**config.mk**
```make
export PLATFORM = sky130hd
export DESIGN_NAME = trace_buffer_flat
export DESIGN_NICKNAME = d
export VERILOG_FILES = /design/src/rtl/continuous_monitoring_system_pkg.sv /design/src/rtl/trace_buffer_if.sv /design/src/rtl/trace_fifo_mem.sv /design/src/rtl/trace_buffer.sv /design/src/flat_wrapper.sv
export SDC_FILE = /design/constraint.sdc
export NUM_CORES = 1
export LEC_CHECK = 0
export BUFFER_PORTS_ARGS = -buffer_cell sky130_fd_sc_hd__buf_2
export CAP_MARGIN = 25
export CORE_MARGIN = 3
export CORE_UTILIZATION = 35
export CTS_BUF_LIST = sky130_fd_sc_hd__clkbuf_8
export CTS_CLUSTER_DIAMETER = 150
export DETAILED_ROUTE_END_ITERATION = 8
export GPL_TIMING_DRIVEN = 0
export REMOVE_ABC_BUFFERS = 1
export SYNTH_ARGS = -nofsm -noshare
export SYNTH_HDL_FRONTEND = slang
export SYNTH_SLANG_ARGS = --single-unit
```
**constraint.sdc**
```tcl
create_clock -name clk -period 7.7 [get_ports clk]
set_clock_uncertainty 0.1 [all_clocks]
set_input_delay 0.77 -clock clk [delete_from_list [all_inputs] [get_ports clk]]
set_output_delay 0.77 -clock clk [all_outputs]
set_load 0.005 [all_outputs]
```
**src/rtl/continuous_monitoring_system_pkg.sv**
```systemverilog
// Shared types and constants for the continuous monitoring system.
//
// Contents:
//   RISC_V_INSTRUCTION_WIDTH : width of a traced instruction word
//   DEFAULT_PC_WIDTH         : default program-counter width
//   TRACE_ITEM_WIDTH         : width of one {instr, pc} trace item at the default PC width
//   trace_buffer_state_t     : trace buffer control states (RUN, DRAIN, HALTED)
package continuous_monitoring_system_pkg;

  localparam int RISC_V_INSTRUCTION_WIDTH = 32;
  localparam int DEFAULT_PC_WIDTH         = 64;
  localparam int TRACE_ITEM_WIDTH         = DEFAULT_PC_WIDTH + RISC_V_INSTRUCTION_WIDTH;

  typedef enum logic [1:0] {
    RUN    = 2'd0,
    DRAIN  = 2'd1,
    HALTED = 2'd2
  } trace_buffer_state_t;

endpackage

```
**src/rtl/trace_buffer_if.sv**
```systemverilog
// Streaming output bundle of the trace buffer.
//
// Signals:
//   m_tdata  : {instr, pc} of the head entry
//   m_tvalid : head entry is available
//   m_tready : consumer accepts the head entry
//   m_tlast  : head entry is the final entry of a drain
// Modports:
//   master : the trace buffer (drives data/valid/last, samples ready)
//   slave  : the consumer
interface trace_buffer_if
  import continuous_monitoring_system_pkg::*;
#(
  parameter int PC_WIDTH = DEFAULT_PC_WIDTH
) ();

  logic [PC_WIDTH+RISC_V_INSTRUCTION_WIDTH-1:0] m_tdata;
  logic                                         m_tvalid;
  logic                                         m_tready;
  logic                                         m_tlast;

  modport master (
    output m_tdata,
    output m_tvalid,
    output m_tlast,
    input  m_tready
  );

  modport slave (
    input  m_tdata,
    input  m_tvalid,
    input  m_tlast,
    output m_tready
  );

endinterface

```
**src/rtl/trace_fifo_mem.sv**
```systemverilog
// Trace storage: DEPTH x WIDTH memory, one synchronous write port and one
// asynchronous read port. Contents are never reset.
//
// Ports:
//   clk     : clock
//   wr_en   : write strobe
//   wr_addr : write address
//   wr_data : write data
//   rd_addr : read address
//   rd_data : read data (combinational from rd_addr)
module trace_fifo_mem
  import continuous_monitoring_system_pkg::*;
#(
  parameter int DEPTH = 16,
  parameter int WIDTH = TRACE_ITEM_WIDTH
) (
  input  logic                     clk,
  input  logic                     wr_en,
  input  logic [$clog2(DEPTH)-1:0] wr_addr,
  input  logic [WIDTH-1:0]         wr_data,
  input  logic [$clog2(DEPTH)-1:0] rd_addr,
  output logic [WIDTH-1:0]         rd_data
);

  logic [WIDTH-1:0] mem [DEPTH];

  always_ff @(posedge clk) begin
    if (wr_en) begin
      mem[wr_addr] <= wr_data;
    end
  end

  assign rd_data = mem[rd_addr];

endmodule

```
**src/rtl/trace_buffer.sv**
```systemverilog
// Instruction trace buffer: filtered (pc, instr) captures go into a
// first-word-fall-through FIFO read out over a valid/ready stream. A halt
// pulse drains the FIFO (marking the final entry with m_tlast) and then stops
// capture until a resume pulse.
//
// Ports:
//   clk, rst           : clock, synchronous active-high reset
//   pc_valid, pc, instr: trace item and its valid strobe
//   drop_instr         : filter drops this item
//   halt, resume       : drain-then-stop request, restart request
//   m_axis             : output stream (trace_buffer_if.master)
//   fill_level         : current occupancy
//   overflow           : sticky, set when a capture was lost
//   lost_count         : lost-capture counter, only when
//                        TRACE_BUFFER_LOST_COUNTER_EN is defined
module trace_buffer
  import continuous_monitoring_system_pkg::*;
#(
  parameter int DEPTH    = 16,
  parameter int PC_WIDTH = DEFAULT_PC_WIDTH
) (
  input  logic                                clk,
  input  logic                                rst,
  input  logic                                pc_valid,
  input  logic [PC_WIDTH-1:0]                 pc,
  input  logic [RISC_V_INSTRUCTION_WIDTH-1:0] instr,
  input  logic                                drop_instr,
  input  logic                                halt,
  input  logic                                resume,
  trace_buffer_if.master                      m_axis,
  output logic [$clog2(DEPTH):0]              fill_level,
  output logic                                overflow
`ifdef TRACE_BUFFER_LOST_COUNTER_EN
  ,
  output logic [31:0]                         lost_count
`endif
);

  localparam int AW     = $clog2(DEPTH);
  localparam int ITEM_W = PC_WIDTH + RISC_V_INSTRUCTION_WIDTH;

  trace_buffer_state_t state;

  // Pointers carry one extra MSB so full and empty are distinguishable.
  logic [AW:0]       wr_ptr;
  logic [AW:0]       rd_ptr;
  logic [ITEM_W-1:0] rd_data;
  logic              tvalid;
  logic              tlast;
  logic              full;
  logic              pop;
  logic              push_req;
  logic              push_ok;
  logic              push_lost;

  assign fill_level = wr_ptr - rd_ptr;
  assign full       = (fill_level == (AW+1)'(DEPTH));
  assign tvalid     = (fill_level != '0);
  assign tlast      = (state == DRAIN) && (fill_level == (AW+1)'(1));
  assign pop        = tvalid && m_axis.m_tready;

  // A capture in the halt cycle is ignored, so halt masks the push request.
  assign push_req  = pc_valid && !drop_instr && (state == RUN) && !halt;
  // When full, the incoming item only fits if the head leaves this cycle.
  assign push_ok   = push_req && (!full || pop);
  assign push_lost = push_req && full && !pop;

  assign m_axis.m_tvalid = tvalid;
  assign m_axis.m_tdata  = rd_data;
  assign m_axis.m_tlast  = tlast;

  trace_fifo_mem #(
    .DEPTH (DEPTH),
    .WIDTH (ITEM_W)
  ) u_mem (
    .clk     (clk),
    .wr_en   (push_ok),
    .wr_addr (wr_ptr[AW-1:0]),
    .wr_data ({instr, pc}),
    .rd_addr (rd_ptr[AW-1:0]),
    .rd_data (rd_data)
  );

  always_ff @(posedge clk) begin
    if (rst) begin
      wr_ptr   <= '0;
      rd_ptr   <= '0;
      overflow <= 1'b0;
      state    <= RUN;
    end else begin
      if (push_ok) begin
        wr_ptr <= wr_ptr + (AW+1)'(1);
      end
      if (pop) begin
        rd_ptr <= rd_ptr + (AW+1)'(1);
      end
      if (push_lost) begin
        overflow <= 1'b1;
      end
      unique case (state)
        RUN: begin
          if (halt) begin
            state <= tvalid ? DRAIN : HALTED;
          end
        end
        // The empty check covers a halt that coincided with the pop of the
        // only entry: no entry would ever carry m_tlast, so leave directly.
        DRAIN: begin
          if ((pop && tlast) || !tvalid) begin
            state <= HALTED;
          end
        end
        // halt wins over a simultaneous resume, and halt is ignored here.
        HALTED: begin
          if (resume && !halt) begin
            state <= RUN;
          end
        end
        default: state <= RUN;
      endcase
    end
  end

`ifdef TRACE_BUFFER_LOST_COUNTER_EN
  logic resume_accept;

  assign resume_accept = (state == HALTED) && resume && !halt;

  // Saturating count of lost captures, restarted when capture resumes.
  always_ff @(posedge clk) begin
    if (rst || resume_accept) begin
      lost_count <= '0;
    end else if (push_lost && (lost_count != 32'hFFFF_FFFF)) begin
      lost_count <= lost_count + 32'd1;
    end
  end
`endif

endmodule

```
**src/flat_wrapper.sv**
```systemverilog
// flat-port wrapper written by rule: the top's interface ports become plain ports
module trace_buffer_flat import continuous_monitoring_system_pkg::*;
#(
  parameter int DEPTH    = 16,
  parameter int PC_WIDTH = DEFAULT_PC_WIDTH
)
  (clk, rst, pc_valid, pc, instr, drop_instr, halt, resume, fill_level, overflow, m_axis_m_tdata, m_axis_m_tvalid, m_axis_m_tlast, m_axis_m_tready);
  trace_buffer_if #(.PC_WIDTH(PC_WIDTH)) m_axis_i ();
  input  logic clk;
  input  logic rst;
  input  logic pc_valid;
  input  logic [PC_WIDTH-1:0] pc;
  input  logic [RISC_V_INSTRUCTION_WIDTH-1:0] instr;
  input  logic drop_instr;
  input  logic halt;
  input  logic resume;
  output logic [$clog2(DEPTH):0] fill_level;
  output logic overflow;
  output wire logic [$bits(m_axis_i.m_tdata)-1:0] m_axis_m_tdata;
  output wire logic [$bits(m_axis_i.m_tvalid)-1:0] m_axis_m_tvalid;
  output wire logic [$bits(m_axis_i.m_tlast)-1:0] m_axis_m_tlast;
  input wire logic [$bits(m_axis_i.m_tready)-1:0] m_axis_m_tready;
  assign m_axis_m_tdata = m_axis_i.m_tdata;
  assign m_axis_m_tvalid = m_axis_i.m_tvalid;
  assign m_axis_m_tlast = m_axis_i.m_tlast;
  assign m_axis_i.m_tready = m_axis_m_tready;
  trace_buffer #(.DEPTH(DEPTH), .PC_WIDTH(PC_WIDTH)) u_core (.clk(clk), .rst(rst), .pc_valid(pc_valid), .pc(pc), .instr(instr), .drop_instr(drop_instr), .halt(halt), .resume(resume), .m_axis(m_axis_i), .fill_level(fill_level), .overflow(overflow));
endmodule
```
==> impl_metrics.json <==
{
  "r2r-start": "u_core.wr_ptr[0]",
  "clk_latency_ns": 0.94,
  "multi_input_area_sq_um": 11700,
  "place_hpwl_microns": 74500,
  "switching_share_pct": 25.0,
  "setup_viol": 0,
  "tns_ns": 0,
  "numPortBuffers": 206,
  "remaining_drc_errors": 0,
  "ant_nets": 0,
  "yosysWarningCount": 0,
  "cts_tree": "built",
  "hold_path_depth": 1,
  "max_cap_violations": 0,
  "clkSlewWorstSetupHoldPaths_ns": 0.06,
  "cts.sinks": 1553,
  "first_pass_iters": 5,
  "fin_crit_sh_pct": 68.2,
  "core_sq_um": 166000,
  "seq_area_frac_synth_pct": 79.0,
  "crit_chain": "buf_16, buf_16, buf_16, buf_16, mux4_2, mux4_2, buf_2",
  "grtUsageMet2_pct": 25.7,
  "critPathMaxFanout": 42,
  "synth_edf_count": 1536,
  "p_comb_share_pct": 18.5,
  "cp-end-kind": "primary output",
  "worst_r2r_endpoint": "u_core.u_mem.mem[8][41]",
  "worst_slack_ns": 2.45,
  "ys_types": 38,
  "final_nets": 2876,
  "die_y_microns": 416,
  "initial_core_util_pct": 35.5,
  "antenna_found_initial": 9,
  "critPathRequiredTime_ns": 6.83,
  "num_rows": 149,
  "final_core_util_pct": 41.6,
  "ys_seq_elements": 1553,
  "dp_slack_ns": 3.13,
  "critPathArrivalTime_ns": 4.38,
  "hold_path.startpoint": "pc[24]",
  "drv_slew": 0,
  "final_area_sq_um": 69000,
  "fillers": 14200,
  "synth_flop_cell": "edfxtp_1",
  "grt_pass1_wl_microns": 197000,
  "dieArea_sq_um": 173000,
  "cts_setup_buffers": 0,
  "die_w_microns": 416,
  "ir_worst_vdd_uv": 178,
  "max_clock_freq_mhz": 191,
  "maxSlewHeadroom_pct": 40.7,
  "first_global_vias": 28800,
  "clockBufferDepth": 3,
  "synthTopCellsByArea": "edfxtp_1 (78%), mux4_2 (18%), buf_6 (0.77%), dfxtp_1 (0.58%), clkbuf_1 (0.32%)",
  "placed_area_sq_um": 63700,
  "syn_area_sq_um": 58900,
  "track_usage_pct": 15.7,
  "whs_endpoint": "u_core.u_mem.mem[0][24]",
  "synthArstFlopShare_pct": 0,
  "critPathMostFrequentCell": "buf_16",
  "avgSynthCellArea_sq_um": 25.9,
  "cpPeakStageDelay_ns": 0.77,
  "hold_slack_ns": 0.141,
  "slowest_stage": "dfxtp_4",
  "wl_microns": 136000,
  "cts_root_buffer": "clkbuf_8",
  "syn_inst": 2268,
  "yosysTopAreaCell": "edfxtp_1",
  "layout_min_cycle_time_ns": 5.25,
  "outcome": "complete, no violations",
  "gp_congestion": 0.726,
  "areaGrowthSynthToFinish_pct": 17.3,
  "drive_above_1_share_pct": 36.3,
  "rsz0062_at_grt": "no",
  "power.share.clock_pct": 32.2,
  "synth_top_cell_area_share_pct": 78.4,
  "wl_per_cell_microns": 26.4,
  "seqPwrFrac_pct": 49.3,
  "worstSetupPathType": "flip-flop to primary output",
  "grt.busiest_layer": "met2",
  "ios": 207,
  "hp-class": "input port to flip-flop",
  "reg2regPathDepth": 10,
  "htree_levels": 4,
  "final-seq-area_sq_um": 46500,
  "p_leak_nw": 21.3,
  "numCtsBuffers": 234,
  "p_per_area_nw_per_um2": 278,
  "grt_overflow": 0,
  "drtIter0Drc": 2834,
  "num_vias": 26500,
  "drt-vias-per-instance": 5.15,
  "tightestPinTransition_ns": 0.890,
  "hold_viol_final": 0,
  "switching_power_mw": 4.80,
  "grt_use_met1_pct": 21.4,
  "crit_path_start_kind": "flip-flop",
  "ff2ff_setup_slack_ns": 3.72,
  "grt_max_degree": 65,
  "grt_use_met3_pct": 3.13,
  "p_int_mw": 14.4
}
==> area by class of cell <==
class                           count  share of cell area, %
Sequential cell                  1553                   67.4
Tap cell                         2189                   3.97
Antenna cell                        4                 0.0145
Timing Repair Buffer              370                   5.42
Multi-Input combinational cell    592                   16.9
Clock buffer                      239                   4.77
Inverter                           12                 0.0653
Clock inverter                    182                   1.47
==> routing by layer <==
metal  share of wire, %  routed length [microns]  vias to the layer above
met4                2.2                     2920                        4
met2                 50                    67500                      876
met3                5.9                     7960                      201
met1                 42                    57300                    14400
met5              0.015                       21                        -
li1                   -                        -                    11000
==> synth_stat cells (2+ instances only) <==
| cell type | n |
|---|---|
| a2111oi_0 | 2 |
| a21oi_1 | 8 |
| and2_1 | 4 |
| and3_1 | 13 |
| buf_1 | 11 |
| buf_2 | 10 |
| buf_6 | 40 |
| clkbuf_1 | 50 |
| dfxtp_1 | 17 |
| edfxtp_1 | 1536 |
| ha_1 | 9 |
| inv_1 | 11 |
| mux2_1 | 9 |
| mux2i_1 | 3 |
| mux4_2 | 480 |
| nand2_1 | 9 |
| nand2b_1 | 5 |
| nand4_1 | 3 |
| nor2_1 | 18 |
| nor2b_1 | 8 |
| o21ai_0 | 3 |
| xor2_1 | 3 |
==> critical path: cells and delay by family, from the launching register on <==
kind                   cells  cell delay (ns)
buffers and inverters      5             1.49
muxes                      2             1.08
DFF                        1             0.77
==> power groups by stage <==
stage / Combinational (mW) / Sequential (mW) / Clock, mW
after floorplan: 3.32 / 10.0 / 0
after global placement: 3.66 / 10.1 / 0
after detailed placement: 3.60 / 9.64 / 0
after CTS: 3.66 / 9.47 / 6.38
after global routing: 3.82 / 9.47 / 6.77
final: 3.56 / 9.46 / 6.18
==> metrics by stage <==
stage	cells	power, mW
after floorplan	2157	13.3
after global placement	4552	13.7
after detailed placement	4618	13.2
after CTS	5136	19.5
after global routing	5139	20.1
final	5141	19.2
==> kinds of logic after synthesis <==
family	after synthesis	synth area share [%]
DFF	1553	79.0
muxes	493	18.6
buffers and inverters	123	1.32
and+or+nand+nor	66	0.595
AOI/OAI and AO/OA	18	0.193
adders and majority gates	10	0.225
xor gates and xnor gates	5	0.0872
==> sequential cells by signal (all words and copies together) (netlist names), named ones only <==
name and count:
u_core.rd_ptr 5, u_core.overflow 1, u_core.state 2, u_core.u_mem.mem 1536, u_core.wr_ptr 5
==> placed cells by master (no fill, tap or decap), types with 4 or more instances in the layout <==
| master | instances |
|---|---|
| a21oi_1 | 7 |
| mux2_1 | 9 |
| nand2b_1 | 5 |
| bufinv_16 | 5 |
| diode_2 | 4 |
| inv_1 | 80 |
| nor2b_1 | 8 |
| buf_16 | 55 |
| clkinv_8 | 4 |
| edfxtp_1 | 1536 |
| and3_4 | 12 |
| buf_12 | 11 |
| clkinv_2 | 33 |
| clkinv_1 | 58 |
| inv_12 | 6 |
| nor2_1 | 18 |
| dfxtp_1 | 13 |
| mux4_2 | 480 |
| dlygate4sd3_1 | 97 |
| clkinvlp_4 | 4 |
| buf_2 | 206 |
| dfxtp_4 | 4 |
| clkbuf_8 | 239 |
| nand2_1 | 9 |
| ha_1 | 9 |
==> repair_timing <==
item,CTS,global route
endpoints found under the hold margin,1419,0
hold buffers,97,0
gates resized for setup,0,0
==> worst max path at each step <==
| stage | endpoint | startpoint | slack, ns |
|---|---|---|---|
| after floorplan | m_axis_m_tdata[0] | flip-flop | -10.00 |
| after global placement | m_axis_m_tdata[55] | flip-flop | -16.95 |
| after detailed placement | u_core.u_mem.mem[0][43] | u_core.wr_ptr[0] | 3.13 |
| after CTS | m_axis_m_tdata[10] | flip-flop | 2.14 |
| after global routing | m_axis_m_tdata[10] | flip-flop | 2.04 |
| final | m_axis_m_tdata[10] | flip-flop | 2.45 |
Note: power is estimated with default switching activity, not from simulation.
